## config.mk

```make
export PLATFORM = sky130hd
export DESIGN_NAME = apu_frame_sequencer
export DESIGN_NICKNAME = d
export VERILOG_FILES = /design/src/rtl/apu_pkg.sv /design/src/rtl/apu_frame_step_decode.sv /design/src/rtl/apu_frame_sequencer.sv
export SDC_FILE = /design/constraint.sdc
export NUM_CORES = 1
export LEC_CHECK = 0
export BUFFER_PORTS_ARGS = -buffer_cell sky130_fd_sc_hd__buf_4
export CORE_ASPECT_RATIO = 1.4
export CORE_MARGIN = 3
export CORE_UTILIZATION = 45
export DETAILED_ROUTE_END_ITERATION = 16
export RECOVER_POWER = 25
export SYNTH_ARGS = -nofsm -noshare
export SYNTH_HDL_FRONTEND = slang
export SYNTH_SLANG_ARGS = --single-unit
```

## constraint.sdc

```tcl
create_clock -name iClk -period 2.12 [get_ports iClk]
set_input_delay 0.318 -clock iClk [delete_from_list [all_inputs] [get_ports iClk]]
set_output_delay 0.318 -clock iClk [all_outputs]
set_load 0.01 [all_outputs]
```

## src/rtl/apu_pkg.sv

```systemverilog
// Shared definitions for the APU frame sequencer.
// NTSC step constants (in CPU-rate enables), default restart delay after a
// $4017 write, and the sequencer state encoding.
package apu_pkg;

  localparam int unsigned STEP1_NTSC          = 7457;
  localparam int unsigned STEP2_NTSC          = 14913;
  localparam int unsigned STEP3_NTSC          = 22371;
  localparam int unsigned STEP4_NTSC          = 29829;
  localparam int unsigned STEP5_NTSC          = 37281;
  localparam int unsigned WRITE_DELAY_DEFAULT = 3;

  typedef enum logic {
    RUN     = 1'b0,
    PENDING = 1'b1
  } seqState_t;

endpackage

```

## src/rtl/apu_frame_step_decode.sv

```systemverilog
// Combinational step decode for the frame sequencer.
// Ports:
//   iCount   - current sequencer count
//   iMode    - 0 = 4-step, 1 = 5-step
//   oQuarter - quarter-frame event at this count
//   oHalf    - half-frame event at this count
//   oIrqSet  - frame IRQ request (4-step final step only; inhibit applied by caller)
module apu_frame_step_decode #(
  parameter int unsigned STEP1 = 7457,
  parameter int unsigned STEP2 = 14913,
  parameter int unsigned STEP3 = 22371,
  parameter int unsigned STEP4 = 29829,
  parameter int unsigned STEP5 = 37281
) (
  input  logic [15:0] iCount,
  input  logic        iMode,
  output logic        oQuarter,
  output logic        oHalf,
  output logic        oIrqSet
);

  logic atStep1, atStep2, atStep3, atLast4, atLast5;

  assign atStep1 = (iCount == 16'(STEP1));
  assign atStep2 = (iCount == 16'(STEP2));
  assign atStep3 = (iCount == 16'(STEP3));
  // STEP4 is only an event in 4-step mode; 5-step passes through it silently.
  assign atLast4 = (iCount == 16'(STEP4)) && !iMode;
  assign atLast5 = (iCount == 16'(STEP5)) && iMode;

  assign oQuarter = atStep1 || atStep2 || atStep3 || atLast4 || atLast5;
  assign oHalf    = atStep2 || atLast4 || atLast5;
  assign oIrqSet  = atLast4;

endmodule

```

## src/rtl/apu_frame_sequencer.sv

```systemverilog
// NES APU frame sequencer: counts CPU-rate enables and issues quarter/half
// frame strobes, implements $4017 mode/inhibit writes with delayed restart,
// and the frame IRQ flag.
// Ports:
//   iClk, iReset  - clock, async active-high reset
//   iCpuCE        - one-cycle pulse per CPU cycle, qualifies all counting
//   iWrite4017    - one-cycle pulse, CPU write to $4017
//   iData[1:0]    - [1] mode (1 = 5-step), [0] IRQ inhibit
//   iIrqAck       - one-cycle pulse, $4015 read clears frame IRQ
//   oQuarterFrame - one-cycle quarter-frame strobe
//   oHalfFrame    - one-cycle half-frame strobe
//   oIrq          - frame IRQ level
//   oMode         - current mode
//
// state   | meaning
// RUN     | normal counting and event decode
// PENDING | $4017 written; counting continues, restart after delay CEs
module apu_frame_sequencer
  import apu_pkg::*;
#(
  parameter int unsigned STEP1       = STEP1_NTSC,
  parameter int unsigned STEP2       = STEP2_NTSC,
  parameter int unsigned STEP3       = STEP3_NTSC,
  parameter int unsigned STEP4       = STEP4_NTSC,
  parameter int unsigned STEP5       = STEP5_NTSC,
  parameter int unsigned WRITE_DELAY = WRITE_DELAY_DEFAULT
) (
  input  logic       iClk,
  input  logic       iReset,
  input  logic       iCpuCE,
  input  logic       iWrite4017,
  input  logic [1:0] iData,
  input  logic       iIrqAck,
  output logic       oQuarterFrame,
  output logic       oHalfFrame,
  output logic       oIrq,
  output logic       oMode
);

  localparam logic [15:0] TERM4 = 16'(STEP4);
  localparam logic [15:0] TERM5 = 16'(STEP5);
  localparam logic [2:0]  DELAY = 3'(WRITE_DELAY);

  seqState_t   state, stateNext;
  logic [15:0] count, countNext;
  logic [2:0]  delay, delayNext;
  logic        mode, modeNext;
  logic        inhibit, inhibitNext;
  logic        irq, irqNext;
  logic        qNext, hNext;
  logic        decQ, decH, decIrq;
  logic        restartCe, irqSetNow;

  apu_frame_step_decode #(
    .STEP1(STEP1), .STEP2(STEP2), .STEP3(STEP3), .STEP4(STEP4), .STEP5(STEP5)
  ) uDecode (
    .iCount  (count),
    .iMode   (mode),
    .oQuarter(decQ),
    .oHalf   (decH),
    .oIrqSet (decIrq)
  );

  // A write landing on the restart CE reloads the delay instead of restarting.
  assign restartCe = iCpuCE && (state == PENDING) && (delay == 3'd1) && !iWrite4017;
  assign irqSetNow = iCpuCE && !restartCe && decIrq && !inhibit;

  always_ff @(posedge iClk or posedge iReset) begin
    if (iReset) begin
      state         <= RUN;
      count         <= '0;
      delay         <= '0;
      mode          <= 1'b0;
      inhibit       <= 1'b0;
      irq           <= 1'b0;
      oQuarterFrame <= 1'b0;
      oHalfFrame    <= 1'b0;
    end else begin
      state         <= stateNext;
      count         <= countNext;
      delay         <= delayNext;
      mode          <= modeNext;
      inhibit       <= inhibitNext;
      irq           <= irqNext;
      oQuarterFrame <= qNext;
      oHalfFrame    <= hNext;
    end
  end

  always_comb begin
    stateNext   = state;
    countNext   = count;
    delayNext   = delay;
    modeNext    = mode;
    inhibitNext = inhibit;
    qNext       = 1'b0;
    hNext       = 1'b0;

    if (restartCe) begin
      countNext = '0;
      stateNext = RUN;
      qNext     = mode;
      hNext     = mode;
    end else if (iCpuCE) begin
      countNext = (count == (mode ? TERM5 : TERM4)) ? 16'd0 : count + 16'd1;
      qNext     = decQ;
      hNext     = decH;
      if (state == PENDING && !iWrite4017) begin
        delayNext = delay - 3'd1;
      end
    end

    if (iWrite4017) begin
      modeNext    = iData[1];
      inhibitNext = iData[0];
      delayNext   = DELAY;
      stateNext   = PENDING;
    end

    // Inhibit write beats a same-cycle set; a set beats a same-cycle ack.
    if (iWrite4017 && iData[0]) begin
      irqNext = 1'b0;
    end else if (irqSetNow) begin
      irqNext = 1'b1;
    end else if (iIrqAck) begin
      irqNext = 1'b0;
    end else begin
      irqNext = irq;
    end
  end

  assign oIrq  = irq;
  assign oMode = mode;

endmodule
```

==> flow_results.xml <==
<?xml version="1.0" encoding="UTF-8"?>
<metrics>
  <group name="synth">
    <metric name="mappedNetlistArea" unit="mm²">0.001551</metric>
    <metric name="synth_cells" unit="">165</metric>
    <metric name="post_synth_main_area_contributors" unit="">sky130_fd_sc_hd__dfrtp_1 40%, sky130_fd_sc_hd__o2bb2ai_1 3.4%, sky130_fd_sc_hd__ha_1 3.2%, sky130_fd_sc_hd__nand2_1 3.1%, sky130_fd_sc_hd__nand3_1 2.9%</metric>
    <metric name="syn_nets" unit="">176</metric>
    <metric name="synth_area_per_cell" unit="µm²">9.403</metric>
    <metric name="synth_edf_count" unit="">0</metric>
    <metric name="ys_seq_area_share" unit="%">40.32</metric>
    <metric name="synthDistinctLibCells" unit="">50</metric>
    <metric name="dominantRegCellSynth" unit="">sky130_fd_sc_hd__dfrtp_1</metric>
    <metric name="synth_async_sr_flop_share" unit="%">100.0</metric>
    <metric name="synth_most_common_cell" unit="">sky130_fd_sc_hd__dfrtp_1</metric>
    <metric name="ys.warnings.count" unit="">0</metric>
    <metric name="yosys-top-cells-count" unit="">25 x sky130_fd_sc_hd__dfrtp_1, 13 x sky130_fd_sc_hd__nand2_1, 10 x sky130_fd_sc_hd__inv_1, 9 x sky130_fd_sc_hd__nand3_1, 8 x sky130_fd_sc_hd__nor2_1</metric>
    <metric name="netlist.top_cell.by_area" unit="">sky130_fd_sc_hd__dfrtp_1</metric>
    <metric name="synth.ff_latch_count" unit="">25</metric>
    <metric name="netlist.area_leader.share" unit="%">40.32</metric>
  </group>
  <group name="grt">
    <metric name="grt.overflow.total" unit="">0</metric>
    <metric name="via_count_of_the_first_global_routing_pass" unit="">1328</metric>
    <metric name="grt_overall_usage" unit="%">19.67</metric>
    <metric name="grt_max_degree" unit="">26</metric>
    <metric name="number_of_antenna_violations_at_the_first_check_in_global_routing" unit="">0</metric>
    <metric name="grt_pass1_wl" unit="µm">6417</metric>
  </group>
  <group name="clock_network">
    <metric name="cts_max_path_buffers" unit="">2</metric>
    <metric name="cts_sinks" unit="">25</metric>
    <metric name="clkLatencyLatePin" unit="ns">0.27</metric>
    <metric name="cts-htree-levels" unit="">1</metric>
    <metric name="post_cts_buffers" unit="">0</metric>
    <metric name="hold_buffers" unit="">0</metric>
    <metric name="clockRootBuffer" unit="">sky130_fd_sc_hd__clkbuf_8</metric>
    <metric name="cts_tree" unit="">built</metric>
    <metric name="cts-buffers-inserted" unit="">3</metric>
    <metric name="clk_transition_reported_paths" unit="ns">0.09</metric>
  </group>
  <group name="sta">
    <metric name="slew_viol_final" unit="">0</metric>
    <metric name="timing.final.setup_violations" unit="">0</metric>
    <metric name="grt_setup_unrepaired" unit="">false</metric>
    <metric name="slew-limit-headroom" unit="%">7.824</metric>
    <metric name="final_critical_path_setup_slack" unit="ns">0.1386</metric>
    <metric name="timing.final.hold_violations" unit="">0</metric>
    <metric name="final.setup_skew" unit="ns">0.001846</metric>
    <metric name="worstMarginPinSlew" unit="ns">1.383</metric>
    <metric name="timing.final.crit_period" unit="ns">1.981</metric>
    <metric name="clock.fmax" unit="MHz">504.7</metric>
    <metric name="tns" unit="ns">0</metric>
    <metric name="layout_worst_path_cycle_share" unit="%">93.46</metric>
  </group>
  <group name="die">
    <metric name="effective_utilization_at_floorplan" unit="%">48.29</metric>
    <metric name="ios" unit="">11</metric>
    <metric name="rows" unit="">24</metric>
    <metric name="die_w" unit="µm">55.63</metric>
    <metric name="fp.dieArea" unit="mm²">0.004198</metric>
    <metric name="core-area" unit="mm²">0.003213</metric>
    <metric name="dieHeight" unit="µm">75.48</metric>
  </group>
  <group name="power_and_ir_drop">
    <metric name="worst_ir_drop_vdd" unit="mV">0.4592</metric>
    <metric name="p_leak" unit="µW">0.0007798</metric>
    <metric name="post-layout-total-power" unit="µW">1305</metric>
    <metric name="power_density" unit="mW/mm²">758.2</metric>
  </group>
  <group name="run">
    <metric name="max_cap_violations" unit="">0</metric>
  </group>
  <group name="detailed_routing">
    <metric name="vias" unit="">1305</metric>
    <metric name="first_pass_iters" unit="">4</metric>
    <metric name="detail_route.wl_per_cell" unit="µm">17.75</metric>
    <metric name="routed_wirelength" unit="µm">3834</metric>
    <metric name="antenna_violating_nets_left" unit="">0</metric>
    <metric name="route.detailed.vias_per_inst" unit="">6.042</metric>
    <metric name="drc" unit="">0</metric>
    <metric name="drt_iter0_markers" unit="">59</metric>
  </group>
  <group name="worst_setup_path">
    <metric name="rrSetupSlack" unit="ns">0.14</metric>
    <metric name="start_to_end_type_of_the_worst_setup_path" unit="">flip-flop to flip-flop</metric>
    <metric name="critical_path_peak_fanout" unit="">9</metric>
    <metric name="critical_path.startpoint_type" unit="">flip-flop</metric>
    <metric name="cp.required" unit="ns">2.26</metric>
    <metric name="worstPathArrival" unit="ns">2.12</metric>
    <metric name="end_kind" unit="">flip-flop</metric>
  </group>
  <group name="placed_design">
    <metric name="place_ws" unit="ns">0.08976</metric>
    <metric name="place_hpwl" unit="µm">2713</metric>
    <metric name="globalplace.congestion" unit="">0.8649</metric>
    <metric name="place_inst" unit="">212</metric>
    <metric name="port_buffer_cells" unit="">10</metric>
    <metric name="postPlaceCellArea" unit="mm²">0.001674</metric>
  </group>
  <group name="finish">
    <metric name="layoutNonFillerInstCount" unit="">216</metric>
    <metric name="area.sequential" unit="µm²">625.6</metric>
    <metric name="number_of_nets_in_the_layout" unit="">189</metric>
    <metric name="area.growth.synth_to_final" unit="%">10.97</metric>
    <metric name="layout.cell_area.non_filler" unit="mm²">0.001722</metric>
    <metric name="final_layout_size_suffix_gt1_share" unit="%">16.38</metric>
    <metric name="n_antenna_cell" unit="">0</metric>
    <metric name="multi_input_area" unit="µm²">848.3</metric>
    <metric name="num-fill-cells" unit="">307</metric>
  </group>
  <group name="worst_hold_path">
    <metric name="holdCritPathClass" unit="">primary input to flip-flop</metric>
  </group>
  <group name="run_status">
    <metric name="run_status" unit="">finished, final reports clean</metric>
  </group>
</metrics>
==> flip-flops by register name (all words and copies together), names as in the netlist <==
register and flops:
oQuarterFrame 1, oMode 1, state 1, inhibit 1, oIrq 1, count 16, oHalfFrame 1, delay 3
==> layer usage <==
| metal | global-route usage, % | vias up | part of all wire (%) |
|---|---|---|---|
| met3 | 2.712 | 5 | 2.2 |
| met1 | 23.38 | 644 | 41 |
| met4 | 7.297 | 0 | 1.0 |
| li1 | - | 628 | - |
| met5 | 0 | - | 0 |
| met2 | 36.45 | 28 | 56 |
==> metrics by stage <==
step	utilization, %	hold slack (ns)
after detailed placement	52.10	0.4026
after global routing	53.58	0.2080
after floorplan	-	0.3453
final	53.58	0.2137
after global placement	52.10	0.3899
after CTS	53.50	0.1073
==> path summary, 6_finish.rpt <==
path,end,depth (start not counted),from
max in group asynchronous,count[15],3,iReset
min in group asynchronous,delay[2],3,iReset
setup reg to reg,count[11],5,count[8]
setup / recovery,count[11],5,count[8]
hold reg to reg,delay[1],1,delay[1]
hold / removal,oIrq,2,iData[0]
==> logic make-up after synthesis <==
family	synth area share [%]
and+or+nand+nor	29.84
muxes	1.371
xor gates and xnor gates	3.952
AOI/OAI and AO/OA	15.89
buffers and inverters	5.404
DFF	40.32
adders and majority gates	3.226
==> cell type report <==
| class | count | share of cell area (%) |
|---|---|---|
| inverters | 10 | 2.180 |
| repair buffers | 16 | 6.759 |
| flip-flops and latches | 25 | 36.34 |
| well taps | 39 | 2.834 |
| multi-input cells | 122 | 49.27 |
| clock buffers | 4 | 2.616 |
==> power by group <==
part | switching, µW | internal, µW | total (µW) | leakage [µW]
Clock | 154 | 135 | 289 | 0.0000228
Combinational | 183 | 156 | 339 | 0.000435
Sequential | 125 | 552 | 677 | 0.000322
Total | 462 | 843 | 1310 | 0.000780
==> cells in the final DEF, fill, tap and decap left out, drive strengths merged, types with 4 or more instances in the layout <==
master    n
a21oi     4
xnor2     4
buf      14
clkbuf    6
o21ai     6
nand2b    7
nor2      8
nor3      6
dfrtp    25
nand4     5
inv      10
and3      7
nand2    13
nand3    10
ha        4
o2bb2ai   6
==> worst max-delay path, stage by stage, from the launching register on <==
cell	delay [ns]
sky130_fd_sc_hd__dfrtp_1	0.48
sky130_fd_sc_hd__nor4b_2	0.38
sky130_fd_sc_hd__and4_1	0.27
sky130_fd_sc_hd__a31o_2	0.24
sky130_fd_sc_hd__or2_1	0.34
sky130_fd_sc_hd__o22ai_1	0.14
==> what timing repair did <==
item,CTS,global route
setup endpoints to repair,0,11
endpoints found under the hold margin,0,0
resized for setup,0,2
(Power assumes the default switching activity.)
